$ cat src/rtl/fetch_pc_unit_pkg.sv
// fetch_pc_unit_pkg: fetch-stage address map, exception code and next-PC source encoding
package fetch_pc_unit_pkg;
  localparam logic [31:0] RESET_PC   = 32'h0000_3000;
  localparam logic [31:0] HANDLER_PC = 32'h0000_4180;
  localparam logic [31:0] IM_BASE    = 32'h0000_3000;
  localparam logic [31:0] IM_LIMIT   = 32'h0000_6FFC;
  localparam logic [4:0]  EXC_ADEL   = 5'd4;
  typedef enum logic [2:0] {
    SEL_HOLD,
    SEL_REQ,
    SEL_ERET,
    SEL_JR,
    SEL_JUMP,
    SEL_BR,
    SEL_SEQ
  } npc_sel_e;
  function automatic logic adel(input logic [31:0] pc);
    return pc[1:0] != 2'b00 || pc < IM_BASE || pc > IM_LIMIT;
  endfunction
endpackage

$ cat src/rtl/fetch_pc_unit_if.sv
// fetch_pc_unit_if: redirect/exception inputs and fetch outputs of the IF stage
interface fetch_pc_unit_if;
  logic        stall_i;
  logic        req_i;
  logic        eret_i;
  logic [31:0] epc_i;
  logic [31:0] d_pc_i;
  logic        br_taken_i;
  logic [15:0] br_imm_i;
  logic        jump_i;
  logic [31:0] jump_target_i;
  logic        jr_i;
  logic [31:0] jr_target_i;
  logic        d_is_bj_i;
  logic [31:0] pc_o;
  logic        if_bd_o;
  logic        if_exc_o;
  logic [4:0]  if_exccode_o;
  logic [31:0] fetch_cnt_o;
  modport master (
    output stall_i, req_i, eret_i, epc_i, d_pc_i, br_taken_i, br_imm_i,
           jump_i, jump_target_i, jr_i, jr_target_i, d_is_bj_i,
    input  pc_o, if_bd_o, if_exc_o, if_exccode_o, fetch_cnt_o
  );
  modport slave (
    input  stall_i, req_i, eret_i, epc_i, d_pc_i, br_taken_i, br_imm_i,
           jump_i, jump_target_i, jr_i, jr_target_i, d_is_bj_i,
    output pc_o, if_bd_o, if_exc_o, if_exccode_o, fetch_cnt_o
  );
endinterface

$ cat src/rtl/fetch_pc_unit_npc_select.sv
// fetch_pc_unit_npc_select: prioritised next-PC mux with the branch-target adder
module fetch_pc_unit_npc_select
  import fetch_pc_unit_pkg::*;
(
  input  logic [31:0] pc,
  input  logic        stall,
  input  logic        req,
  input  logic        eret,
  input  logic [31:0] epc,
  input  logic [31:0] d_pc,
  input  logic        br_taken,
  input  logic [15:0] br_imm,
  input  logic        jump,
  input  logic [31:0] jump_target,
  input  logic        jr,
  input  logic [31:0] jr_target,
  output logic [31:0] npc,
  output logic        advance
);
  npc_sel_e    sel;
  logic [31:0] br_target;
  always_comb begin
    sel = req ? SEL_REQ : eret ? SEL_ERET : stall ? SEL_HOLD : jr ? SEL_JR :
          jump ? SEL_JUMP : br_taken ? SEL_BR : SEL_SEQ;
    br_target = d_pc + 32'd4 + {{14{br_imm[15]}}, br_imm, 2'b00};
    npc = sel == SEL_REQ  ? HANDLER_PC :
          sel == SEL_ERET ? epc :
          sel == SEL_HOLD ? pc :
          sel == SEL_JR   ? jr_target :
          sel == SEL_JUMP ? jump_target :
          sel == SEL_BR   ? br_target : pc + 32'd4;
    advance = sel != SEL_HOLD;
  end
endmodule

$ cat src/rtl/fetch_pc_unit.sv
// fetch_pc_unit: IF-stage PC register, fetch counter and fetch address-error detection
module fetch_pc_unit
  import fetch_pc_unit_pkg::*;
(
  input logic            clk,
  input logic            reset,
  fetch_pc_unit_if.slave bus
);
  logic [31:0] pc;
  logic [31:0] fetch_cnt;
  logic [31:0] npc;
  logic        advance;
  logic        exc;
  fetch_pc_unit_npc_select u_npc (
    .pc          (pc),
    .stall       (bus.stall_i),
    .req         (bus.req_i),
    .eret        (bus.eret_i),
    .epc         (bus.epc_i),
    .d_pc        (bus.d_pc_i),
    .br_taken    (bus.br_taken_i),
    .br_imm      (bus.br_imm_i),
    .jump        (bus.jump_i),
    .jump_target (bus.jump_target_i),
    .jr          (bus.jr_i),
    .jr_target   (bus.jr_target_i),
    .npc         (npc),
    .advance     (advance)
  );
  always_ff @(posedge clk) begin
    if (reset) begin
      pc        <= RESET_PC;
      fetch_cnt <= '0;
    end else if (advance) begin
      pc        <= npc;
      fetch_cnt <= fetch_cnt + 32'd1;
    end
  end
  always_comb begin
    exc              = adel(pc);
    bus.pc_o         = pc;
    bus.fetch_cnt_o  = fetch_cnt;
    bus.if_exc_o     = exc;
    bus.if_exccode_o = exc ? EXC_ADEL : 5'd0;
    bus.if_bd_o      = bus.d_is_bj_i & ~exc;
  end
endmodule

$ cat src/flat_wrapper.sv
// flat-port wrapper written by rule: the top's interface ports become plain ports
module fetch_pc_unit_flat import fetch_pc_unit_pkg::*;
  (clk, reset, bus_stall_i, bus_req_i, bus_eret_i, bus_epc_i, bus_d_pc_i, bus_br_taken_i, bus_br_imm_i, bus_jump_i, bus_jump_target_i, bus_jr_i, bus_jr_target_i, bus_d_is_bj_i, bus_pc_o, bus_if_bd_o, bus_if_exc_o, bus_if_exccode_o, bus_fetch_cnt_o);
  fetch_pc_unit_if bus_i ();
  input logic clk;
  input logic reset;
  input wire logic [$bits(bus_i.stall_i)-1:0] bus_stall_i;
  input wire logic [$bits(bus_i.req_i)-1:0] bus_req_i;
  input wire logic [$bits(bus_i.eret_i)-1:0] bus_eret_i;
  input wire logic [$bits(bus_i.epc_i)-1:0] bus_epc_i;
  input wire logic [$bits(bus_i.d_pc_i)-1:0] bus_d_pc_i;
  input wire logic [$bits(bus_i.br_taken_i)-1:0] bus_br_taken_i;
  input wire logic [$bits(bus_i.br_imm_i)-1:0] bus_br_imm_i;
  input wire logic [$bits(bus_i.jump_i)-1:0] bus_jump_i;
  input wire logic [$bits(bus_i.jump_target_i)-1:0] bus_jump_target_i;
  input wire logic [$bits(bus_i.jr_i)-1:0] bus_jr_i;
  input wire logic [$bits(bus_i.jr_target_i)-1:0] bus_jr_target_i;
  input wire logic [$bits(bus_i.d_is_bj_i)-1:0] bus_d_is_bj_i;
  output wire logic [$bits(bus_i.pc_o)-1:0] bus_pc_o;
  output wire logic [$bits(bus_i.if_bd_o)-1:0] bus_if_bd_o;
  output wire logic [$bits(bus_i.if_exc_o)-1:0] bus_if_exc_o;
  output wire logic [$bits(bus_i.if_exccode_o)-1:0] bus_if_exccode_o;
  output wire logic [$bits(bus_i.fetch_cnt_o)-1:0] bus_fetch_cnt_o;
  assign bus_i.stall_i = bus_stall_i;
  assign bus_i.req_i = bus_req_i;
  assign bus_i.eret_i = bus_eret_i;
  assign bus_i.epc_i = bus_epc_i;
  assign bus_i.d_pc_i = bus_d_pc_i;
  assign bus_i.br_taken_i = bus_br_taken_i;
  assign bus_i.br_imm_i = bus_br_imm_i;
  assign bus_i.jump_i = bus_jump_i;
  assign bus_i.jump_target_i = bus_jump_target_i;
  assign bus_i.jr_i = bus_jr_i;
  assign bus_i.jr_target_i = bus_jr_target_i;
  assign bus_i.d_is_bj_i = bus_d_is_bj_i;
  assign bus_pc_o = bus_i.pc_o;
  assign bus_if_bd_o = bus_i.if_bd_o;
  assign bus_if_exc_o = bus_i.if_exc_o;
  assign bus_if_exccode_o = bus_i.if_exccode_o;
  assign bus_fetch_cnt_o = bus_i.fetch_cnt_o;
  fetch_pc_unit u_core (.clk(clk), .reset(reset), .bus(bus_i));
endmodule
$ cat config.mk
export PLATFORM = sky130hd
export DESIGN_NAME = fetch_pc_unit_flat
export DESIGN_NICKNAME = d
export VERILOG_FILES = /design/src/rtl/fetch_pc_unit_pkg.sv /design/src/rtl/fetch_pc_unit_if.sv /design/src/rtl/fetch_pc_unit_npc_select.sv /design/src/rtl/fetch_pc_unit.sv /design/src/flat_wrapper.sv
export SDC_FILE = /design/constraint.sdc
export NUM_CORES = 1
export LEC_CHECK = 0
export BUFFER_PORTS_ARGS = -buffer_cell sky130_fd_sc_hd__buf_2
export CELL_PAD_IN_SITES_DETAIL_PLACEMENT = 0
export CELL_PAD_IN_SITES_GLOBAL_PLACEMENT = 1
export CORE_AREA = 2 2 129 131
export CTS_CLUSTER_DIAMETER = 80
export CTS_CLUSTER_SIZE = 12
export DETAILED_ROUTE_END_ITERATION = 7
export DIE_AREA = 0 0 131 133
export GPL_TIMING_DRIVEN = 0
export PLACE_DENSITY_LB_ADDON = 0.1
export SETUP_SLACK_MARGIN = 0.5
export SYNTH_ARGS = -nofsm -noshare
export SYNTH_HDL_FRONTEND = slang
export SYNTH_SLANG_ARGS = --single-unit
$ cat constraint.sdc
create_clock -name clk -period 8.4 [get_ports clk]
set_input_delay 1.26 -clock clk [delete_from_list [all_inputs] [get_ports clk]]
set_output_delay 1.26 -clock clk [all_outputs]
set_load 0.02 [all_outputs]
After elaboration in Yosys (flattened, before gate mapping) --
Index checks and enable logic that the tools add are counted.
Storage, ports and cells: register bits 64, output and inout port bits 71, logic and storage cells 35
Operators by class: add/subtract/negate cells 4, $lt $le $gt $ge 2, eq/ne operators 6, muxes and demuxes 13, bitwise gates (word level) 2, reductions and logical operators 6
Operators by type and width (number):
- $mux W32 | 6
- $add A32 B3 Y32 const B | 2
- $add A32 B1 Y32 const B | 1
- $add A32 B32 Y32 | 1
- $gt A32 B15 Y1 const B | 1
- $lt A32 B14 Y1 const B | 1
- $mux W3 | 6
- $eq A3 B2 Y1 const B | 2
- $eq A3 B3 Y1 const B | 2
- $eq A3 B1 Y1 const B | 1
- $logic_not A3 Y1 | 1
- $ne A3 B3 Y1 const B | 1
- $reduce_bool A3 Y1 | 1
- $logic_or A1 B1 Y1 | 2
- $mux W2 | 1
- $reduce_and A2 Y1 | 1
- $reduce_bool A2 Y1 | 1
- $and A1 B1 Y1 | 1
- $not A1 Y1 | 1

Depth between registers and ports, before layout --
depth after elaboration 13, gate-level depth with buffers 14

Modules after synthesis --
Synthesis repeated with hierarchy kept, for this count alone.
Unflattened totals: cells, all modules 923, area, all modules 6812.8 um^2
By module, submodules not included:
- fetch_pc_unit_npc_select | instances 1, cells each 629, area an instance 4105.2 um^2
- fetch_pc_unit | instances 1, cells each 294, area an instance 2707.6 um^2

Least setup slack after synthesis --
OpenSTA, ideal clock, no wires.
kind input-to-reg, from input bus_br_imm_i[1], to register u_core.pc[27] (netlist: u_core.bus.pc_o[27]), library setup time 0.087 ns, data arrival time 3.565 ns, slack 4.747 ns, stages 12, path buffers 0, cells stage by stage ha_1 -> ha_1 -> inv_1 -> fa_1 -> nor2b_1 -> o211ai_1 -> a211oi_2 -> o21ai_1 -> o31ai_4 -> a21oi_1 -> xor2_1 -> o31ai_1
Between the ends: word-level cells in the longest chain between the ends 7
RTL lines:
- from (decl) | RTL line flat_wrapper.sv:13 | input wire logic [$bits(bus_i.br_imm_i)-1:0] bus_br_imm_i;
- $add A32 B32 Y32 | RTL line fetch_pc_unit_npc_select.sv:25 | br_target = d_pc + 32'd4 + {{14{br_imm[15]}}, br_imm, 2'b00};
- $mux W32 | RTL line fetch_pc_unit_npc_select.sv:31 | sel == SEL_BR ? br_target : pc + 32'd4;
- $mux W32 | RTL line fetch_pc_unit_npc_select.sv:30 | sel == SEL_JUMP ? jump_target :
- $mux W32 | RTL line fetch_pc_unit_npc_select.sv:29 | sel == SEL_JR ? jr_target :
- $mux W32 | RTL line fetch_pc_unit_npc_select.sv:28 | sel == SEL_HOLD ? pc :
- $mux W32 | RTL line fetch_pc_unit_npc_select.sv:27 | sel == SEL_ERET ? epc :
- $mux W32 | RTL line fetch_pc_unit_npc_select.sv:26 | npc = sel == SEL_REQ ? HANDLER_PC :
- to (signal assigned) | RTL line fetch_pc_unit.sv:35 | pc <= npc;
- to (decl) | RTL line fetch_pc_unit.sv:9 | logic [31:0] pc;
Every way passes these cells. The select of a mux whose other input is x is not followed. A chain may end at the register's enable or synchronous reset.

Worst setup path in the final report --
from input bus_br_imm_i[1], to register u_core.pc[25] (netlist: u_core.bus.pc_o[25])
Same word-level chain as after synthesis.

==> results.json <==
{
  "outcome": "completed",
  "antenna-diode-count": 0,
  "num_vias": 7039,
  "drive_gt1_share_pct": 26.6,
  "met2_length_um": 10700,
  "ys_async_sr_fraction_pct": 0,
  "synthesis.area_per_instance_um2": 7.70,
  "post_cts_hold_buffer_count": 0,
  "yosysWarnings": 0,
  "post_cts_resized": 0,
  "mostFrequentLayoutCell": "sky130_fd_sc_hd__buf_2",
  "critical_path_class": "input pin to flop",
  "cts.sinks": 64,
  "timing.critical_path.fanout_max": 4,
  "worst-slew-pin-transition_ns": 1.27,
  "p_leak_nw": 3.55,
  "most_frequent_cells_in_the_layout": "sky130_fd_sc_hd__buf_2, sky130_fd_sc_hd__nor2_1, sky130_fd_sc_hd__a21oi_1, sky130_fd_sc_hd__nand2_1, sky130_fd_sc_hd__dfxtp_1",
  "cts_buffers": 9,
  "dpl.cell_count": 1239,
  "power.density_cell_area_nw_per_um2": 139,
  "met3RoutedLength_um": 1830,
  "area.growth.synth_to_final_pct": 27.8,
  "ys_seq_area_share_pct": 20.8,
  "cp-start-kind": "input pin",
  "clock_tree.buffer_depth": 2,
  "die-area_um2": 17400,
  "cts_root_buf": "sky130_fd_sc_hd__clkbuf_16",
  "first_global_vias": 6566,
  "ant_nets": 0,
  "yosys.cell_types.count": 71,
  "cp.required_ns": 8.61,
  "report.final.slew_viol_count": 0,
  "fp.coreArea_um2": 16200,
  "routed_via_density": 5.61,
  "post_cts_buffers": 0,
  "clk_latency_ns": 0.35,
  "tritoncts_clock_tree": "built",
  "highest-signal-layer": "met5",
  "globalRouteTotalUtil_pct": 26.9,
  "critical_path_arrival_ns": 4.15,
  "period_minus_slack_ns": 3.95,
  "floorplan.die.width_um": 131,
  "globalRoute.totalOverflow": 0,
  "grt_pass1_wl_um": 35800,
  "io_pins": 224,
  "cts-htree-levels": 3,
  "post_layout_nonfiller_instances": 1255,
  "number_of_enable_flip_flop_cells_after_synthesis": 0,
  "drt_wl_total_um": 23700,
  "floorplan.die.height_um": 133,
  "portBuffers": 216,
  "grt_start_max_net_pins": 16,
  "netlist_area_um2": 6160,
  "postSynthRegisterBits": 64,
  "hold_path_class": "flop to flop",
  "worstSetupEndpointType": "flop",
  "fin_crit_share_pct": 47.0,
  "antenna_violations_before_repair": 1,
  "ir_worst_vdd_v": 0.000103,
  "fin_setup_tns_ns": 0,
  "routed_length_per_placed_instance_um": 18.9,
  "globalplace.congestion": 0.887,
  "drt_iter0_markers": 556,
  "prevailing_post_synth_register_cell": "sky130_fd_sc_hd__dfxtp_1",
  "path_clk_slew_ns": 0.06,
  "fin_worst_skew_ns": 0.00971,
  "std_cell_rows": 47,
  "unrepaired_setup_endpoints_after_global_routing": "false",
  "wirelength_met1_um": 10600,
  "detailedRoute.firstPassIterationCount": 5,
  "start_util_pct": 38.1,
  "drc": 0,
  "worst_hold_slack_ns": 0.492,
  "final_util_pct": 48.7,
  "post-dp-hpwl_um": 19000,
  "fin_nets": 1243,
  "netlist_instances": 800,
  "finalHoldViolations": 0,
  "max_cap_violations": 0,
  "setup_viol": 0,
  "fmax_ghz": 0.253,
  "worst_slew_margin_rel_pct": 15.0
}
## metal layers
layer,up-vias,global-route usage [%]
met2,268,42.6
met3,42,5.66
li1,3437,-
met1,3290,36.7
met5,-,0
met4,2,7.51
## state kept, by name (all words and copies together) (netlist names)
register                flops
u_core.bus.pc_o            32
u_core.bus.fetch_cnt_o     32
## through the flow
| stage | total power, W | area, um2 | setup WS (ns) |
|---|---|---|---|
| after floorplan | 0.000537 | 6170 | 4.75 |
| after global placement | 0.000653 | 7530 | 4.20 |
| after detailed placement | 0.000652 | 7530 | 4.16 |
| after CTS | 0.00109 | 7880 | 4.50 |
| after global routing | 0.00114 | 7880 | 4.30 |
| final | 0.00110 | 7880 | 4.45 |
## report_power, final
| group | switching, W | total, W | leakage, nW | internal [W] |
|---|---|---|---|---|
| clock | 0.000150 | 0.000449 | 0.170 | 0.000298 |
| sequential | 0.0000157 | 0.000328 | 0.520 | 0.000313 |
| combinational | 0.000188 | 0.000320 | 2.86 | 0.000132 |
## synth_stat cells, types with 4 or more instances
cell | instances | area, um2
sky130_fd_sc_hd__a21oi_1 | 68 | 340
sky130_fd_sc_hd__a22oi_1 | 9 | 67.6
sky130_fd_sc_hd__clkbuf_1 | 23 | 86.3
sky130_fd_sc_hd__buf_2 | 14 | 70.1
sky130_fd_sc_hd__a221o_1 | 9 | 90.1
sky130_fd_sc_hd__o211ai_1 | 12 | 90.1
sky130_fd_sc_hd__and3_1 | 13 | 81.3
sky130_fd_sc_hd__and2_1 | 6 | 37.5
sky130_fd_sc_hd__xor2_1 | 34 | 298
sky130_fd_sc_hd__o22ai_1 | 5 | 31.3
sky130_fd_sc_hd__a31oi_1 | 5 | 31.3
sky130_fd_sc_hd__a211oi_2 | 4 | 50.1
sky130_fd_sc_hd__a21o_1 | 15 | 113
sky130_fd_sc_hd__o221ai_1 | 6 | 52.6
sky130_fd_sc_hd__dfxtp_1 | 64 | 1280
sky130_fd_sc_hd__nand3_1 | 30 | 150
sky130_fd_sc_hd__nor3_1 | 19 | 95.1
sky130_fd_sc_hd__xnor2_1 | 37 | 324
sky130_fd_sc_hd__o21ai_0 | 39 | 195
sky130_fd_sc_hd__or3_1 | 11 | 68.8
sky130_fd_sc_hd__o21ai_1 | 4 | 20.0
sky130_fd_sc_hd__o21bai_1 | 6 | 45.0
sky130_fd_sc_hd__a311oi_1 | 4 | 35.0
sky130_fd_sc_hd__nand2_1 | 66 | 248
sky130_fd_sc_hd__a221oi_1 | 8 | 70.1
sky130_fd_sc_hd__nor2b_1 | 11 | 68.8
sky130_fd_sc_hd__mux2i_1 | 6 | 60.1
sky130_fd_sc_hd__nor4_1 | 4 | 25.0
sky130_fd_sc_hd__buf_4 | 6 | 45.0
sky130_fd_sc_hd__ha_1 | 59 | 738
sky130_fd_sc_hd__inv_1 | 27 | 101
sky130_fd_sc_hd__and4_1 | 7 | 61.3
sky130_fd_sc_hd__a211oi_1 | 22 | 165
sky130_fd_sc_hd__nor2_1 | 73 | 274
sky130_fd_sc_hd__nand4_1 | 17 | 106
## logic make-up (layout without fill, tap and decap cells)
logic type      after synthesis  in the layout  share of synthesized area [%]
other cells                   1              4                         0.0609
xor+xnor                     71             71                           10.1
buf+inv                      71            303                           5.10
simple gates                280            280                           23.2
flops                        64             64                           20.8
fa+ha+maj                    60             60                           12.3
compound gates              246            246                           27.2
mux                           7              7                           1.16
## cell type report
type	count	area (um2)
Timing Repair Buffer	216	1080
Buffer	44	213
Clock buffer	11	243
Inverter	27	101
Tap cell	220	275
Fill cell	1747	8300
Sequential cell	64	1280
Multi-Input combinational cell	668	4580
Clock inverter	5	104
## critical path, cell delays in order
cell and delay [ns]:
sky130_fd_sc_hd__buf_2 0.10, sky130_fd_sc_hd__ha_1 0.27, sky130_fd_sc_hd__ha_1 0.19, sky130_fd_sc_hd__inv_1 0.06, sky130_fd_sc_hd__fa_1 0.41, sky130_fd_sc_hd__nor2b_1 0.18, sky130_fd_sc_hd__o211ai_1 0.16, sky130_fd_sc_hd__a211oi_2 0.33
sky130_fd_sc_hd__o21ai_1 0.28, sky130_fd_sc_hd__o41a_1 0.48, sky130_fd_sc_hd__xor2_1 0.32, sky130_fd_sc_hd__a21oi_1 0.14
## path summary, 6_finish.rpt
check,from,end,slack (ns),cells after the start
max reg2reg,u_core.bus.pc_o[2]$_SDFFE_PP0P_,u_core.bus.pc_o[26]$_SDFFE_PP0P_,5.57,9
min reg2reg,u_core.bus.fetch_cnt_o[1]$_SDFFE_PP0P_,u_core.bus.fetch_cnt_o[1]$_SDFFE_PP0P_,0.49,2
min,u_core.bus.fetch_cnt_o[1]$_SDFFE_PP0P_,u_core.bus.fetch_cnt_o[1]$_SDFFE_PP0P_,0.49,2
max,bus_br_imm_i[1],u_core.bus.pc_o[25]$_SDFFE_PP0P_,4.45,12
(Power assumes the default switching activity.)
